===== src/rtl/sipo_rx.sv =====
// sipo_rx -- serial-in parallel-out receiver for the MSB-first serial link.
//
// Samples one qualified bit per clock, assembles WIDTH-bit words MSB first
// and presents each finished word through a one-word holding register on a
// ready/valid interface. A word that finishes while the holding register is
// still occupied (and not being accepted) is dropped and flagged on the
// sticky overrun output. A synchronous clear realigns the word framing.
//
// Ports:
//   clk           rising-edge clock
//   rst           asynchronous reset, active-high, clears all state
//   serial_in     serial data bit, sampled when serial_valid=1
//   serial_valid  qualifies serial_in for this cycle
//   clear         synchronous framing reset, also clears overrun
//   parallel_out  assembled word, first-received bit in the MSB
//   out_valid     parallel_out holds an unconsumed word
//   out_ready     downstream accepts when out_valid && out_ready
//   bit_count     bits collected in the current partial word (0..WIDTH-1)
//   overrun       sticky: at least one completed word was dropped
module sipo_rx #(
  parameter int WIDTH = 4,
  parameter int CW    = $clog2(WIDTH)
) (
  input  logic             clk,
  input  logic             rst,
  input  logic             serial_in,
  input  logic             serial_valid,
  input  logic             clear,
  output logic [WIDTH-1:0] parallel_out,
  output logic             out_valid,
  input  logic             out_ready,
  output logic [CW-1:0]    bit_count,
  output logic             overrun
);

  localparam logic [CW-1:0] LAST_IDX = CW'(WIDTH - 1);

  logic [WIDTH-1:0] sh_q, sh_d;
  logic [CW-1:0]    cnt_q, cnt_d;
  logic [WIDTH-1:0] hold_q, hold_d;
  logic             vld_q, vld_d;
  logic             ovr_q, ovr_d;

  logic             accept;
  logic [WIDTH-1:0] word;

  assign accept = vld_q && out_ready;
  assign word   = {sh_q[WIDTH-2:0], serial_in};

  always_comb begin
    sh_d   = sh_q;
    cnt_d  = cnt_q;
    hold_d = hold_q;
    vld_d  = vld_q;
    ovr_d  = ovr_q;

    // A consumed word frees the holding register; a word completing at the
    // same edge re-fills it below, so out_valid stays high in that case.
    if (accept) begin
      vld_d = 1'b0;
    end

    if (clear) begin
      // Clear beats serial_valid; the holding register is left alone so a
      // word already presented survives the realignment.
      sh_d  = '0;
      cnt_d = '0;
      ovr_d = 1'b0;
    end else if (serial_valid) begin
      sh_d = word;
      if (cnt_q == LAST_IDX) begin
        cnt_d = '0;
        if (!vld_q || accept) begin
          hold_d = word;
          vld_d  = 1'b1;
        end else begin
          ovr_d = 1'b1;
        end
      end else begin
        cnt_d = cnt_q + CW'(1);
      end
    end
  end

  // Register stage: all state, all outputs registered
  always_ff @(posedge clk or posedge rst) begin
    if (rst) begin
      sh_q   <= '0;
      cnt_q  <= '0;
      hold_q <= '0;
      vld_q  <= 1'b0;
      ovr_q  <= 1'b0;
    end else begin
      sh_q   <= sh_d;
      cnt_q  <= cnt_d;
      hold_q <= hold_d;
      vld_q  <= vld_d;
      ovr_q  <= ovr_d;
    end
  end

  assign parallel_out = hold_q;
  assign out_valid    = vld_q;
  assign bit_count    = cnt_q;
  assign overrun      = ovr_q;

endmodule


===== config.mk =====
export PLATFORM = sky130hd
export DESIGN_NAME = sipo_rx
export DESIGN_NICKNAME = d
export VERILOG_FILES = /design/src/rtl/sipo_rx.sv
export SDC_FILE = /design/constraint.sdc
export NUM_CORES = 1
export LEC_CHECK = 0
export ABC_CLOCK_PERIOD_IN_PS = 1500
export CAP_MARGIN = 40
export CORE_AREA = 2 2 39 41
export CTS_CLUSTER_SIZE = 16
export DETAILED_ROUTE_END_ITERATION = 8
export DIE_AREA = 0 0 41 43
export PLACE_DENSITY = 0.64
export SLEW_MARGIN = 25
export SYNTH_ARGS = -nofsm -noshare
export SYNTH_HDL_FRONTEND = slang
export SYNTH_SLANG_ARGS = --single-unit

===== constraint.sdc =====
create_clock -name clk -period 1.5 [get_ports clk]
set_input_delay 0.375 -clock clk [delete_from_list [all_inputs] [get_ports clk]]
set_output_delay 0.375 -clock clk [all_outputs]
set_load 0.05 [all_outputs]

==> results by group, run 1 <==
Status
  • Result of the run: finished, final reports clean

Routing
  • Detail-routed net length per standard cell: between 10 and 15 um
  • Number of antenna-violating nets in the routed design: 0
  • First-pass DRT Iterations: 4
  • Total wire length: between 800 and 900 um
  • Number of remaining DRC errors: 0
  • Via/cell ratio: 4.70
  • Detailed-route via count: roughly 330
  • 1st-iter DRT viols: 3

Worst setup path
  • Register-to-Register Path Depth: 4
  • Critical setup path kind: register to register
  • Critical path fanouts, max: 4
  • Setup crit start kind: register
  • CP Data Arrival Time: 1.55 ns
  • Worst Setup End Kind: register
  • Data required, critical path: between 1.5 and 2 ns

Job
  • MaxCap Viol Count: 0

Placement
  • Input/output buffers: 13
  • Weighted congestion at the end of routability-driven global placement: about 0.70
  • Post-detail-place hpwl: 657 um
  • # placed instances: 66

Clock tree
  • Setup bufs post-CTS: 0
  • Total of cells resized after clock tree synthesis: 0
  • Clock tree root buffer cell: clkbuf_4
  • Clock latency on the worst-skew pair: between 0.2 and 0.3 ns
  • # clock sinks: 11
  • Max clock buf depth: 2
  • CTS tree: done
  • Hold_buf cts: 0
  • Clock transition at the registers of the reported paths: about 0.07 ns
  • Total number of H-tree levels: 1
  • Cts bufs inserted: 3

STA
  • Min Clock Period, post-route: 1.40 ns
  • Rel. slew slack: 0.726
  • Count of final hold-check violations: 0
  • Pin slew with the least headroom to its limit: between 0.4 and 0.5 ns
  • Highest clock frequency the design can meet: 716 MHz
  • Worst slack on hold paths: between 0.3 and 0.4 ns
  • Layout Skew: approximately 0.0026 ns
  • Final worst path period share: 0.931
  • Number of pins with negative max-slew slack in the final report: 0
  • Total negative slack: 0 ns
  • Final-report setup violation count: 0
  • Unrepaired setup endpoints after global routing: false

Global routing
  • Via count of the first global-routing pass: ~330
  • Total grt overflow: 0
  • Initial antenna violation count: 0
  • Pin count of the biggest net entering global routing: 12
  • Total routing usage reported by global routing: 0.137
  • Wire length of the first global-routing pass: ~1.5 mm

Power and ir drop
  • Static leakage power: around 0.36 nW
  • Post-layout total power: between 0.6 and 0.7 mW
  • IR Drop Worst-Case VDD: about 0.47 mV
  • Power density over cell area: roughly 930 mW/mm^2

Synth
  • Top cell type's share of synthesized area: 0.561
  • Yosys warns: 0
  • Number of synthesized register bits: 11
  • Most common flop cell mapped by yosys: dfrtp_1
  • Ranking of synthesized cells by instance count: dfrtp_1 (11), nor2_1 (7), mux2i_1 (5)
  • Post-synthesis instance total: 36
  • Netlist cell types: 12
  • EDFF count, synth: 0
  • Synth area leader: dfrtp_1
  • Cell types with the largest area share after synthesis: dfrtp_1 (56%), mux2i_1 (10%), mux2_2 (9.2%)
  • Number of nets in the synthesized netlist: 43
  • Register area share after synthesis: 0.561
  • Post-synthesis area per instance: 13.6 um^2
  • FFs w/ async S/R, synth: 1.00
  • Post-Syn Area: just under 500 um^2
  • Library cell with the highest instance count after synthesis: dfrtp_1

Final layout
  • Layout overhead on the synthesized area: 52.8%
  • Fraction of final layout cells sized beyond drive strength 1: 0.426
  • Count of nets after finishing: 62
  • Finished Layout Cells: 70
  • ANT cells: 0

Die
  • Area of the die: 0.00176 mm^2
  • Core area: about 0.0014 mm^2
  • Starting utilization of the core area: 0.354
  • Num ports: 14
  • Standard-cell rows: 14
  • Chip Height: 43 um
  • Width of the die: just over 40 um

Min path
  • Worst min-delay path class: primary input to async pin
worst paths after layout:
path,start,end,slack [ns]
worst max-delay path,bit_count[0],parallel_out[2],0.10
worst min-delay path,rst,sh_q[1],0.39
worst max register to register,bit_count[0],parallel_out[2],0.10
worst min register to register,sh_q[2],parallel_out[3],0.51
max in group asynchronous,rst,bit_count[0],0.79
min in group clk,sh_q[2],parallel_out[3],0.51
area by class of cell:
cell class              instances  area [um^2]
clock buffers                   4         26.3
inverters                       1         3.75
flip-flops and latches         11          278
fillers                       116          634
repair buffers                 16          233
multi-input cells              22          189
well taps                      16         20.0
sequential cells by signal (all words and copies together) (netlist names):
| register | flops |
|---|---|
| bit_count | 2 |
| out_valid | 1 |
| parallel_out | 4 |
| overrun | 1 |
| sh_q | 3 |
stage by stage:
step	instance area, um^2	utilization	worst slack, ns
6_report	749	0.542	0.104
5_1_grt	749	0.542	0.000700
4_1_cts	749	0.542	0.0906
3_5_place_dp	723	0.523	-0.180
3_3_place_gp	723	0.523	-0.167
2_1_floorplan	493	-	0.00526
cells by family after synthesis:
family,share of synthesized area
mux,0.194
flops,0.561
simple gates,0.138
fa+ha+maj,0.0255
buf+inv,0.0536
compound gates,0.0281
layer usage:
| metal | share of wire | global-route usage |
|---|---|---|
| met5 | 0 | 0 |
| met3 | 0.062 | 0.0471 |
| met2 | 0.50 | 0.188 |
| met4 | 0.029 | 0.120 |
| met1 | 0.41 | 0.159 |
layout by cell type, fill, tap and decap left out, types with 2 or more instances in the layout:
cell type        n
clkbuf_4         3
clkdlybuf4s50_1  5
buf_12           8
buf_4            3
mux2_2           4
dfrtp_2          2
dfrtp_1          9
mux2i_1          5
nor2_1           7
power by group:
group / internal (mW) / total [mW] / switching (mW)
combinational: 0.0820 / 0.162 / 0.0799
sequential: 0.313 / 0.331 / 0.0180
clock: 0.103 / 0.202 / 0.0992
critical path, cell delays in order, from the launching register on:
cell and delay, ns:
dfrtp_2 0.41, ha_1 0.24, nand2_4 0.07, nor3_4 0.20, mux2_2 0.36
Power figures use the tool's default switching activity.
==> run 2, diff against run 1 <==
--- a/config.mk
+++ b/config.mk
@@ -7,11 +7,13 @@
 export LEC_CHECK = 0
 export ABC_CLOCK_PERIOD_IN_PS = 1500
 export CAP_MARGIN = 40
-export CORE_AREA = 2 2 39 41
+export CELL_PAD_IN_SITES_DETAIL_PLACEMENT = 1
+export CELL_PAD_IN_SITES_GLOBAL_PLACEMENT = 1
+export CORE_MARGIN = 2
+export CORE_UTILIZATION = 34
 export CTS_CLUSTER_SIZE = 16
 export DETAILED_ROUTE_END_ITERATION = 8
-export DIE_AREA = 0 0 41 43
-export PLACE_DENSITY = 0.64
+export PLACE_DENSITY = 0.73
 export SLEW_MARGIN = 25
 export SYNTH_ARGS = -nofsm -noshare
 export SYNTH_HDL_FRONTEND = slang
==> results by group, run 2 (same netlist as run 1, synthesis figures left out) <==
Clock tree
  • CTS tree: done (unchanged)
  • Max clock buf depth: 2 (unchanged)
  • Setup bufs post-CTS: 0 (unchanged)
  • Total number of H-tree levels: 1 (unchanged)
  • # clock sinks: 11 (unchanged)
  • Cts bufs inserted: 3 (unchanged)
  • Clock latency on the worst-skew pair: 0.26 ns (was 0.27 ns)
  • Clock tree root buffer cell: clkbuf_4 (unchanged)
  • Clock transition at the registers of the reported paths: 0.07 ns (about the same)

Placement
  • Input/output buffers: 13 (unchanged)
  • # placed instances: 65 (was 66)
  • Post-detail-place hpwl: 764 um (was 657 um)
  • Weighted congestion at the end of routability-driven global placement: 0.726 (was 0.704)

Final layout
  • Most used cells in the layout excluding fill and tap cells: dfrtp_1 (9), buf_12 (8), nor2_1 (7), mux2i_1 (5), clkdlybuf4s50_1 (5) (unchanged)
  • Fraction of final layout cells sized beyond drive strength 1: 0.444 (was 0.426)
  • Finished Layout Cells: 69 (was 70)
  • Commonest non-fill, non-tap cell in the layout: dfrtp_1 (unchanged)
  • Number of flip-flops under the largest register name: 4 (unchanged)
  • Count of nets after finishing: 62 (unchanged)
  • Fin util: 0.570 (was 0.542)
  • ANT cells: 0 (unchanged)
  • Layout overhead on the synthesized area: 53.1% (was 52.8%)
  • Fill cell total of the finished layout: 126 (was 116)

Power and ir drop
  • Gate power share: 0.236 (was 0.233)
  • Clk pwr share: 0.284 (was 0.291)
  • Seq pwr share: 0.480 (was 0.476)
  • Net switching power: 0.192 mW (was 0.197 mW)
  • IR Drop Worst-Case VDD: 0.744 mV (was 0.471 mV)
  • Net switching share of the total power: 0.278 (was 0.283)
  • Power density over cell area: 920 mW/mm^2 (was 928 mW/mm^2)
  • Static leakage power: 0.354 nW (was 0.356 nW)
  • Cell Int Power: 0.499 mW (was 0.498 mW)

Routing
  • Via/cell ratio: 4.77 (was 4.70)
  • Number of remaining DRC errors: 0 (unchanged)
  • First-pass DRT Iterations: 1 (was 4)
  • Number of antenna-violating nets in the routed design: 0 (unchanged)
  • Detailed-route via count: 329 (unchanged)
  • Detail-routed net length per standard cell: 13.5 um (was 12.5 um)
  • Total wire length: 929 um (was 873 um)
  • 1st-iter DRT viols: 0 (was 3)

STA
  • Count of final hold-check violations: 0 (unchanged)
  • Highest clock frequency the design can meet: 712 MHz (was 716 MHz)
  • Number of pins with negative max-slew slack in the final report: 0 (unchanged)
  • Final worst path period share: 0.936 (was 0.931)
  • Total negative slack: 0 ns (unchanged)
  • Pin slew with the least headroom to its limit: 0.414 ns (was 0.411 ns)
  • Final-report setup violation count: 0 (unchanged)
  • Unrepaired setup endpoints after global routing: false (unchanged)
  • Layout Skew: 0.000302 ns (was 0.00261 ns)
  • Min Clock Period, post-route: 1.40 ns (about the same)
  • Rel. slew slack: 0.724 (was 0.726)

Status
  • Result of the run: finished, final reports clean (unchanged)

Die
  • Area of the die: 0.00176 mm^2 (about the same)
  • Core area: 0.00132 mm^2 (was 0.00138 mm^2)
  • Width of the die: 42.0 um (was 41 um)
  • Num ports: 14 (unchanged)
  • Chip Height: 42.0 um (was 43 um)
  • Standard-cell rows: 13 (was 14)
  • Starting utilization of the core area: 0.372 (was 0.354)

Global routing
  • Pin count of the biggest net entering global routing: 12 (unchanged)
  • Total routing usage reported by global routing: 0.123 (was 0.137)
  • Wire length of the first global-routing pass: 1.61 mm (was 1.50 mm)
  • Total grt overflow: 0 (unchanged)
  • Initial antenna violation count: 0 (unchanged)
  • Via count of the first global-routing pass: 364 (was 328)

Worst setup path
  • Slowest cell delay on critical path: 0.53 ns (was 0.41 ns)
  • Critical setup path kind: primary input to register (was register to register)
  • Worst Setup End Kind: register (unchanged)
  • CP Data Arrival Time: 1.55 ns (about the same)
  • Data required, critical path: 1.65 ns (was 1.66 ns)
  • Setup crit start kind: primary input (was register)
  • Critical path cell sequence: clkdlybuf4s50_1 > nand2_4 > nor3_4 > mux2_2 (was ha_1 > nand2_4 > nor3_4 > mux2_2)
  • Cell with the largest stage delay on the worst path: clkdlybuf4s50_1 (was dfrtp_2)
  • Critical path fanouts, max: 4 (unchanged)

Job
  • MaxCap Viol Count: 0 (unchanged)

Min path
  • Worst min-delay path class: primary input to async pin (unchanged)
run 2: cell counts in the layout (fill, tap and decap cells not counted):
Identical to the previous run, type by type.
run 2: cell type report:
| class | instances | area [um^2] | share of cell area |
|---|---|---|---|
| Inverter | 1 | 3.75 | 0.00500 |
| Timing Repair Buffer | 16 | 233 | 0.310 |
| Clock buffer | 4 | 26.3 | 0.0350 |
| Tap cell | 15 | 18.8 | 0.0250 |
| Sequential cell | 11 | 278 | 0.370 |
| Multi-Input combinational cell | 22 | 191 | 0.255 |
run 2: timing repair:
item / CTS / global route
setup endpoints to repair: 0 / 4
gates resized for setup: 0 / 1
hold buffers: 0 / 0
run 2: power by group through the flow:
stage	registers, mW	logic [mW]	clock network [mW]
after floorplan	0.375	0.0419	0
after global placement	0.336	0.161	0
after detailed placement	0.337	0.165	0
after CTS	0.331	0.165	0.207
after global routing	0.333	0.173	0.222
final	0.331	0.163	0.196
run 2: worst max-delay path: cells and delay by family:
kind | cells | cell delay [ns]
simple gates | 2 | 0.27
mux | 1 | 0.37
buf+inv | 1 | 0.53
run 2: path summary, 6_finish.rpt:
kind / from / to / cells past startpoint / slack, ns
worst max-delay path: serial_valid / parallel_out[3] / 4 / 0.1
worst min-delay path: rst / overrun / 2 / 0.40
worst max register to register: bit_count[0] / parallel_out[3] / 4 / 0.11
worst min register to register: sh_q[2] / parallel_out[3] / 1 / 0.55
max in group asynchronous: rst / bit_count[0] / 2 / 0.79
min in group clk: sh_q[2] / parallel_out[3] / 1 / 0.55
run 2: stage by stage:
step / setup slack, ns / total power [mW] / hold WS, ns / area (um^2)
floorplan: 0.00526 / 0.416 / 0.227 / 493
global placement: -0.152 / 0.497 / 0.503 / 722
detailed placement: -0.200 / 0.502 / 0.532 / 722
CTS: 0.0603 / 0.704 / 0.403 / 748
global route: 0.0235 / 0.728 / 0.468 / 751
finish: 0.0959 / 0.691 / 0.399 / 751
run 2: layer usage:
metal  vias up  track usage  wire (um)
met1       164        0.132        344
met2        10        0.222        522
li1        155            -          -
met5         -            0          0
met3         0       0.0431         61
met4         0       0.0387          0
